File: src/rtl/riscv_mem_pkg.sv
// rtl/riscv_mem_pkg.sv - funct3 encodings, LSU state encoding and access legality helper
package riscv_mem_pkg;

    localparam logic [2:0] F3_LB  = 3'b000;
    localparam logic [2:0] F3_LH  = 3'b001;
    localparam logic [2:0] F3_LW  = 3'b010;
    localparam logic [2:0] F3_LBU = 3'b100;
    localparam logic [2:0] F3_LHU = 3'b101;
    localparam logic [2:0] F3_SB  = 3'b000;
    localparam logic [2:0] F3_SH  = 3'b001;
    localparam logic [2:0] F3_SW  = 3'b010;

    typedef enum logic [1:0] {
        ST_IDLE = 2'd0,
        ST_REQ  = 2'd1,
        ST_WAIT = 2'd2,
        ST_DONE = 2'd3
    } lsu_state_e;

    // True when funct3 is a valid encoding for the access kind and the address suits its size
    function automatic logic access_ok(input logic [2:0] f3, input logic is_store,
                                       input logic [1:0] a);
        logic ok;
        case (f3)
            F3_LB:   ok = 1'b1;
            F3_LH:   ok = !a[0];
            F3_LW:   ok = (a == 2'b00);
            F3_LBU:  ok = !is_store;
            F3_LHU:  ok = !is_store && !a[0];
            default: ok = 1'b0;
        endcase
        return ok;
    endfunction

endpackage

File: src/rtl/load_extract.sv
// rtl/load_extract.sv - load lane selection and sign/zero extension
module load_extract
    import riscv_mem_pkg::*;
#(
    parameter int XLEN = 32
) (
    input  logic [XLEN-1:0] rdata,
    input  logic [1:0]      addr_lo,
    input  logic [2:0]      funct3,
    output logic [XLEN-1:0] data
);

    logic [7:0]  lane_b;
    logic [15:0] lane_h;

    assign lane_b = rdata[{addr_lo, 3'b000} +: 8];
    assign lane_h = rdata[{addr_lo[1], 4'b0000} +: 16];

    // Pick the addressed lane and widen it according to the load kind
    always_comb begin
        data = '0;
        case (funct3)
            F3_LB:   data = {{(XLEN-8){lane_b[7]}}, lane_b};
            F3_LH:   data = {{(XLEN-16){lane_h[15]}}, lane_h};
            F3_LW:   data = rdata;
            F3_LBU:  data = {{(XLEN-8){1'b0}}, lane_b};
            F3_LHU:  data = {{(XLEN-16){1'b0}}, lane_h};
            default: data = '0;
        endcase
    end

endmodule

File: src/rtl/mem_stage_lsu.sv
// rtl/mem_stage_lsu.sv - MEM stage load/store unit with data-bus handshake and MEM/WB register
module mem_stage_lsu
    import riscv_mem_pkg::*;
#(
    parameter int XLEN = 32,
    parameter int RD_W = 5
) (
    input  logic            clk,
    input  logic            rst,
    input  logic [XLEN-1:0] me_alu_o,
    input  logic [XLEN-1:0] me_regs_data2,
    input  logic [RD_W-1:0] me_rd,
    input  logic [2:0]      me_funct3,
    input  logic            me_mem_read,
    input  logic            me_mem_write,
    input  logic            me_mem2reg,
    input  logic            me_regs_write,
    output logic            dbus_req,
    output logic            dbus_we,
    output logic [XLEN-1:0] dbus_addr,
    output logic [XLEN-1:0] dbus_wdata,
    output logic [3:0]      dbus_be,
    input  logic            dbus_gnt,
    input  logic            dbus_rvalid,
    input  logic [XLEN-1:0] dbus_rdata,
    output logic            mem_stall,
    output logic [XLEN-1:0] wb_data,
    output logic [RD_W-1:0] wb_rd,
    output logic            wb_regs_write,
    output logic            misalign_err
);

    lsu_state_e      state;
    lsu_state_e      next_state;
    logic            acc_any;
    logic            acc_legal;
    logic            acc_bad;
    logic            we_q;
    logic [XLEN-1:0] load_ext;
    logic [XLEN-1:0] load_q;
    logic [3:0]      be_calc;
    logic [XLEN-1:0] wdata_calc;

    assign acc_any   = me_mem_read | me_mem_write;
    assign acc_legal = (me_mem_read ^ me_mem_write) &&
                       access_ok(me_funct3, me_mem_write, me_alu_o[1:0]);
    assign acc_bad   = acc_any && !acc_legal;

    load_extract #(.XLEN(XLEN)) u_load_extract (
        .rdata   (dbus_rdata),
        .addr_lo (me_alu_o[1:0]),
        .funct3  (me_funct3),
        .data    (load_ext)
    );

    // Byte enables and lane-replicated write data for the pending access
    always_comb begin
        be_calc    = 4'b1111;
        wdata_calc = me_regs_data2;
        case (me_funct3[1:0])
            2'b00: begin
                be_calc    = 4'b0001 << me_alu_o[1:0];
                wdata_calc = {(XLEN/8){me_regs_data2[7:0]}};
            end
            2'b01: begin
                be_calc    = me_alu_o[1] ? 4'b1100 : 4'b0011;
                wdata_calc = {(XLEN/16){me_regs_data2[15:0]}};
            end
            default: begin
                be_calc    = 4'b1111;
                wdata_calc = me_regs_data2;
            end
        endcase
    end

    // State register
    always_ff @(posedge clk or posedge rst) begin
        if (rst) begin
            state <= ST_IDLE;
        end else begin
            state <= next_state;
        end
    end

    // Next state, bus strobes and stall
    always_comb begin
        next_state = state;
        mem_stall  = 1'b0;
        dbus_req   = 1'b0;
        dbus_we    = 1'b0;
        case (state)
            ST_IDLE: begin
                if (acc_legal) begin
                    mem_stall  = 1'b1;
                    next_state = ST_REQ;
                end
            end
            ST_REQ: begin
                mem_stall = 1'b1;
                dbus_req  = 1'b1;
                dbus_we   = we_q;
                if (dbus_gnt) begin
                    next_state = we_q ? ST_DONE : ST_WAIT;
                end
            end
            ST_WAIT: begin
                mem_stall = 1'b1;
                if (dbus_rvalid) begin
                    next_state = ST_DONE;
                end
            end
            ST_DONE: begin
                next_state = ST_IDLE;
            end
            default: begin
                next_state = ST_IDLE;
            end
        endcase
        if (rst) begin
            mem_stall = 1'b0;
        end
    end

    // Bus request fields, load data latch, error pulse and MEM/WB register
    always_ff @(posedge clk or posedge rst) begin
        if (rst) begin
            dbus_addr     <= '0;
            dbus_wdata    <= '0;
            dbus_be       <= '0;
            we_q          <= 1'b0;
            load_q        <= '0;
            misalign_err  <= 1'b0;
            wb_data       <= '0;
            wb_rd         <= '0;
            wb_regs_write <= 1'b0;
        end else begin
            misalign_err <= (state == ST_IDLE) && acc_bad;
            if ((state == ST_IDLE) && acc_legal) begin
                dbus_addr  <= {me_alu_o[XLEN-1:2], 2'b00};
                dbus_wdata <= wdata_calc;
                dbus_be    <= be_calc;
                we_q       <= me_mem_write;
            end
            if ((state == ST_WAIT) && dbus_rvalid) begin
                load_q <= load_ext;
            end
            if (mem_stall || ((state == ST_IDLE) && acc_bad)) begin
                wb_regs_write <= 1'b0;
            end else begin
                wb_data       <= ((state == ST_DONE) && me_mem2reg) ? load_q : me_alu_o;
                wb_rd         <= me_rd;
                wb_regs_write <= me_regs_write;
            end
        end
    end

endmodule

File: config.mk
export PLATFORM = sky130hd
export DESIGN_NAME = mem_stage_lsu
export DESIGN_NICKNAME = d
export VERILOG_FILES = /design/src/rtl/riscv_mem_pkg.sv /design/src/rtl/load_extract.sv /design/src/rtl/mem_stage_lsu.sv
export SDC_FILE = /design/constraint.sdc
export NUM_CORES = 1
export LEC_CHECK = 0
export CAP_MARGIN = 10
export CORE_ASPECT_RATIO = 0.9
export CORE_UTILIZATION = 30
export DETAILED_ROUTE_END_ITERATION = 10
export PLACE_DENSITY = 0.57
export SYNTH_ARGS = -nofsm -noshare
export SYNTH_HDL_FRONTEND = slang
export SYNTH_SLANG_ARGS = --single-unit
File: constraint.sdc
create_clock -name clk -period 5.4 [get_ports clk]
set_input_delay 0.54 -clock clk [delete_from_list [all_inputs] [get_ports clk]]
set_output_delay 0.54 -clock clk [all_outputs]
set_load 0.02 [all_outputs]
==> Word-level counts from Yosys, hierarchy flattened <==
Index checks and enable logic that the tools add are counted.
{ "word_totals": {"rom_bits": 0, "in_bits": 112, "latch_bits": 0, "output_inout_bits": 110, "regBits": 140, "mem_bits_rw": 0, "memories": 0} }
{ "op_classes": {"shift": 3, "addsub": 0, "reduce_logical": 17, "n_mux": 17, "bitwise": 2, "n_eq_ne": 11, "multipliers": 0, "n_lt_le_gt_ge": 0, "div_mod_pow": 0} }
{ "ops": {"columns": ["op", "n"], "rows": [
  ["32-bit one-hot mux with 5 select lines", 1],
  ["32-bit one-hot mux with 2 select lines", 1],
  ["32-bit 2-to-1 mux", 1],
  ["32-bit by 6-bit variable part select with 16-bit output", 1],
  ["32-bit by 6-bit variable part select with 8-bit output", 1],
  ["2-bit one-hot mux with 4 select lines", 1],
  ["4-bit one-hot mux with 2 select lines", 1],
  ["1-bit logical AND", 7],
  ["3-bit == test, second input constant", 2],
  ["2-bit zero test", 3],
  ["1-bit 2-to-1 mux", 6],
  ["2-bit 2-to-1 mux", 3],
  ["2-bit inequality test, second input constant", 3],
  ["1-bit one-hot mux with 5 select lines", 1],
  ["2-bit by 1-bit == test with 1-bit output, second input constant", 2],
  ["2-bit == test, second input constant", 2],
  ["4-bit 2-to-1 mux", 1],
  ["1-bit by 2-bit << shifter with 4-bit output, first input constant", 1],
  ["3-bit by 1-bit == test with 1-bit output, second input constant", 1],
  ["3-bit by 2-bit == test with 1-bit output, second input constant", 1],
  ["1-bit zero test", 3],
  ["3-bit zero test", 1],
  ["3-bit AND reduction", 1],
  ["1-bit one-hot mux with 2 select lines", 1],
  ["4 further kinds", 4]
]} }

==> Longest topological paths before layout <==
{ "logic_depth": {"depth_word": 9, "depth_mapped": 8, "ltp_nobuf": 7} }

==> Modules after synthesis <==
A second synthesis with hierarchy kept.
{ "hier_totals": {"hier_cells": 810, "hier_area_um2": 8358.0} }
{ "by_module_without_submodules": {"columns": ["mod", "instances", "area_per_inst_um2", "cells_per_inst"], "rows": [
  ["mem_stage_lsu", 1, 7536.0, 693],
  ["load_extract", 1, 822.0, 117]
]} }

==> Least setup slack after synthesis <==
Ideal clock, no wire load.
{ "synth_timing": {"path_type": "input to register", "startpoint": "input me_funct3[0]", "endpoint": "register wb_data[10]", "arrival_time_ps": 2334, "slack_ps": 2939, "stages": 8, "t_required_ps": 5272, "path_cell_list": "buf_2 -> a221oi_1 -> o2111ai_2 -> a211o_1 -> o21ai_1 -> buf_4 -> buf_8 -> mux2_1"} }
{ "synth_via": {"elab_chain_len": 7, "word_cells_on_any_way": 14, "classes_between": "eq/ne: 4; mux: 4; reduce/logical: 6"} }
{ "synth_lines": {"columns": ["element", "line_no", "source"], "rows": [
  ["from (decl)", "mem_stage_lsu.sv:13", "input logic [2:0] me_funct3,"],
  ["3-bit == test, or another cell as far along", "riscv_mem_pkg.sv:24", "case (f3)"],
  ["1-bit one-hot mux with 5 select lines (*)", "riscv_mem_pkg.sv:24", null],
  ["1-bit logical AND (*)", "mem_stage_lsu.sv:45", "assign acc_legal = (me_mem_read ^ me_mem_write) &&"],
  ["1-bit 2-to-1 mux or 1-bit zero test (tied branches)", "mem_stage_lsu.sv:93, mem_stage_lsu.sv:47", null],
  ["1-bit one-hot mux with 2 select lines or 1-bit logical AND (tied branches)", "mem_stage_lsu.sv:91, mem_stage_lsu.sv:47", null],
  ["1-bit 2-to-1 mux or 1-bit logical AND (tied branches)", "mem_stage_lsu.sv:119, mem_stage_lsu.sv:147", null],
  ["1-bit logical OR (*)", "mem_stage_lsu.sv:147", "if (mem_stall || ((state == ST_IDLE) && acc_bad)) begin"],
  ["to (signal assigned)", "mem_stage_lsu.sv:150", "wb_data <= ((state == ST_DONE) && me_mem2reg) ? load_q : me_alu_o;"],
  ["to (decl)", "mem_stage_lsu.sv:27", "output logic [XLEN-1:0] wb_data,"]
]} }
Every way passes the cells marked *; elsewhere a longest branch is shown, timed or not.
A chain may end at the register's enable or synchronous reset.

==> Final worst setup path <==
{ "layout_timing": {"startpoint": "input me_alu_o[1]", "endpoint": "output mem_stall"} }
{ "layout_via": {"elab_chain_len": 6} }
{ "layout_lines": {"columns": ["element", "line_no", "source"], "rows": [
  ["from (decl)", "mem_stage_lsu.sv:10", "input logic [XLEN-1:0] me_alu_o,"],
  ["2-bit zero test", "riscv_mem_pkg.sv:27", "F3_LW: ok = (a == 2'b00);"],
  ["1-bit one-hot mux with 5 select lines", "riscv_mem_pkg.sv:24", null],
  ["1-bit logical AND", "mem_stage_lsu.sv:45", null],
  ["1-bit 2-to-1 mux", "mem_stage_lsu.sv:93", "if (acc_legal) begin"],
  ["1-bit one-hot mux with 2 select lines", "mem_stage_lsu.sv:91", "case (state)"],
  ["1-bit 2-to-1 mux", "mem_stage_lsu.sv:119", "if (rst) begin"],
  ["to (decl)", "mem_stage_lsu.sv:26", "output logic mem_stall,"]
]} }
Every way passes these cells.

==> results.md <==
* # fillers at 1981
* Post-synth EDFFs at 0
* Core box area at 0.02096 mm^2
* Largest net degree at the start of global routing at 107
* Largest cells by area after synthesis: dfrtp_1 (54%), mux2_2 (15%), nand2_1 (4.2%)
* CP Data Arrival Time at 3320 ps
* Unrepaired setup endpoints after global routing: false
* FMAX at 0.2590 GHz
* Count leader, synth: dfrtp_1
* Port bufs at 219
* # IOs at 222
* Crit Path Category: primary input to output port
* Hold_ws at 481.4 ps
* R2R setup slack at 2870 ps
* FF-to-FF path depth at 5
* CP cell instances: clkdlybuf4s50_1 > nor4_1 > o2111ai_4 > a211o_1 > inv_1 > clkdlybuf4s50_1
* Post-synth top area cell: dfrtp_1
* First-pass DRT Iterations at 7
* Die width at 156.6 um
* CP top delay family: buffers and inverters
* Placer Congestion at 0.8749
* Unique cell type count in the Yosys netlist at 35
* Worst Path Max Fanout at 23
* Final Cycle Share at 0.7151
* FP Rows at 50
* Root buffer cell: clkbuf_16
* Hold Path Depth at 3
* Starting Density at 0.3081
* Fin. max-slew vios at 0
* CTS H-tree lvls at 4
* Max clock buf depth at 2
* Layout area overhead at 47.62%
* Clock Skews at 8.475 ps
* Commonest cells post-synth: dfrtp_1 (140), mux2_2 (88), nand2_1 (73), o21ai_0 (49), clkbuf_1 (27)
* Initial antenna violation count at 2
* Number of global-route vias before repair at 5206
* Grt ovf at 0
* Nets@finish at 871
* Register bit total from synthesis at 140
* Cells after Synth at 542
* Synth Warn # at 0
* Share of layout cells above drive strength 1 at 0.1762
* DRC errors left at 0
* Setup TNS at 0 ps
* All-layer global routing usage at 0.1812
* Max cap viols at 0
* Hold buffers post-CTS at 0
* Post-Route WL at 19.39 mm
* Critical path required time at 4860 ps
* Die Height at 141.2 um
* Routed WL per cell at 18.42 um
* Async SR Flop Fraction at 1.000
* Slew at the pin closest to its max-slew limit at 1183 ps
* Clk pin slew, worst setup/hold paths at 60 ps
* Register area share after synthesis at 0.5426
* Crit-path most repeated cell: clkdlybuf4s50_1
* Vias per cell at 4.797
* Final HPWL DP at 13.88 mm
* Reg area at 0.003503 mm^2
* DRT iter0 DRCs at 330
* First-pass GRT wire length at 30.15 mm
* Clock Latency Late Sink at 420 ps
* Post-route setup slack at 1539 ps
* Die area at 0.02211 mm^2
* HP Class: primary input to register
* Crit-path max cell delay at 860 ps
* DP Worst Slack at 1594 ps
* Post-layout minimum cycle time at 3861 ps
* Status: finished clean
* Setup crit end kind: output port
* Final Hold Vio Count at 0
* PostCTS Resize Cnt at 0
* TritonCTS sink count at 140
* Top_reg_cell synth: dfrtp_1
* Vias at 5051
* Setup violators final at 0
* Maximum VDD drop at 0.0002634 V
* Share of the synthesized area in the top cell type at 0.5426
* Postcts setup bufs at 0
* Lkg Pwr at 4.087 nW
* PD cells at 565.2 mW/mm^2
* CTS tree: built
* CP Depth at 6
* Worst slew margin relative to its limit at 0.2082
* CP bufs+invs at 3
* Mapped Area at 0.006456 mm^2
* Worst setup SP type: primary input
* Area of the multi-input gates at 0.002771 mm^2
* Syn Area/Cell at 11.91 um^2
* CTS Buf Count at 17
* Antenna viol nets, final at 0
* Slowest cell on crit path: clkdlybuf4s50_1
-- layer usage --
metal / part of all wire / vias up / track usage
li1: - / 2376 / -
met1: 0.44 / 2461 / 0.2342
met2: 0.47 / 198 / 0.2834
met3: 0.079 / 16 / 0.05933
met4: 0.012 / 0 / 0.06295
met5: 0 / - / 0
-- power breakdown --
group	total [mW]	internal, mW	switching [mW]	leakage (nW)
Clock	1.21	0.724	0.485	0.287
Sequential	1.81	1.54	0.267	1.75
Combinational	2.37	1.22	1.14	2.05
Total	5.39	3.49	1.89	4.09
-- cells in the final DEF (no fill, tap or decap), types with 9 or more instances in the layout --
master	Yosys	final
clkdlybuf4s50_1	0	218
a221o_1	16	16
mux2i_1	25	25
o21ai_0	49	49
inv_1	11	10
a21oi_1	10	10
clkbuf_16	0	17
a221oi_1	9	9
mux2_1	19	19
nor2_1	17	17
mux2_2	88	88
nand2_1	73	73
dfrtp_1	140	140
-- state kept, by name (all words and copies together) (netlist names), 2 cells and up --
signal / count
dbus_wdata: 32
load_q: 32
wb_data: 32
dbus_addr: 30
wb_rd: 5
dbus_be: 4
state: 2
-- area by class of cell --
type                       count  share of cell area
multi-input combinational    356              0.2908
antenna                        1           0.0002626
inverter                      11            0.004858
clock inverter                11             0.01378
timing repair buffer         227              0.2358
sequential                   140              0.3676
clock buffer                  21             0.04936
tap                          286             0.03755
-- path summary, 6_finish.rpt --
check,start,to
setup / recovery,me_alu_o[1],mem_stall
max in group asynchronous,rst,load_q[21]
hold / removal,me_funct3[1],dbus_be[0]
hold reg to reg,dbus_wdata[15],dbus_wdata[15]
setup reg to reg,state[0],load_q[25]
min in group asynchronous,rst,dbus_be[0]
-- stage by stage --
stage	cells	area, um^2	total power [mW]	utilization
after floorplan	543	6460	3.103	-
after global placement	1020	8926	4.166	0.4259
after detailed placement	1020	8926	4.229	0.4259
after CTS	1052	9528	5.466	0.4546
after global routing	1053	9530	5.690	0.4547
final	1053	9530	5.387	0.4547
-- kinds of logic (layout without fill, tap and decap cells) --
family                   after synthesis  in the layout  share of synthesized area
AO/OA/AOI/OAI                        108            108                     0.1161
flip-flops                           140            140                     0.5426
adder cells (fa/ha/maj)                6              6                    0.01163
AND/OR/NAND/NOR                      107            107                    0.06705
multiplexers                         133            133                     0.2289
other                                  1              3                  0.0005808
buffers and inverters                 47            270                    0.03314
-- worst register-to-register path: stages (launching register included) --
cell and delay [ps]:
dfrtp_1 400, inv_1 150, ha_1 230, nand3_1 340, nor2_1 1030, a221o_1 300
Note: power is estimated with default switching activity, not from simulation.
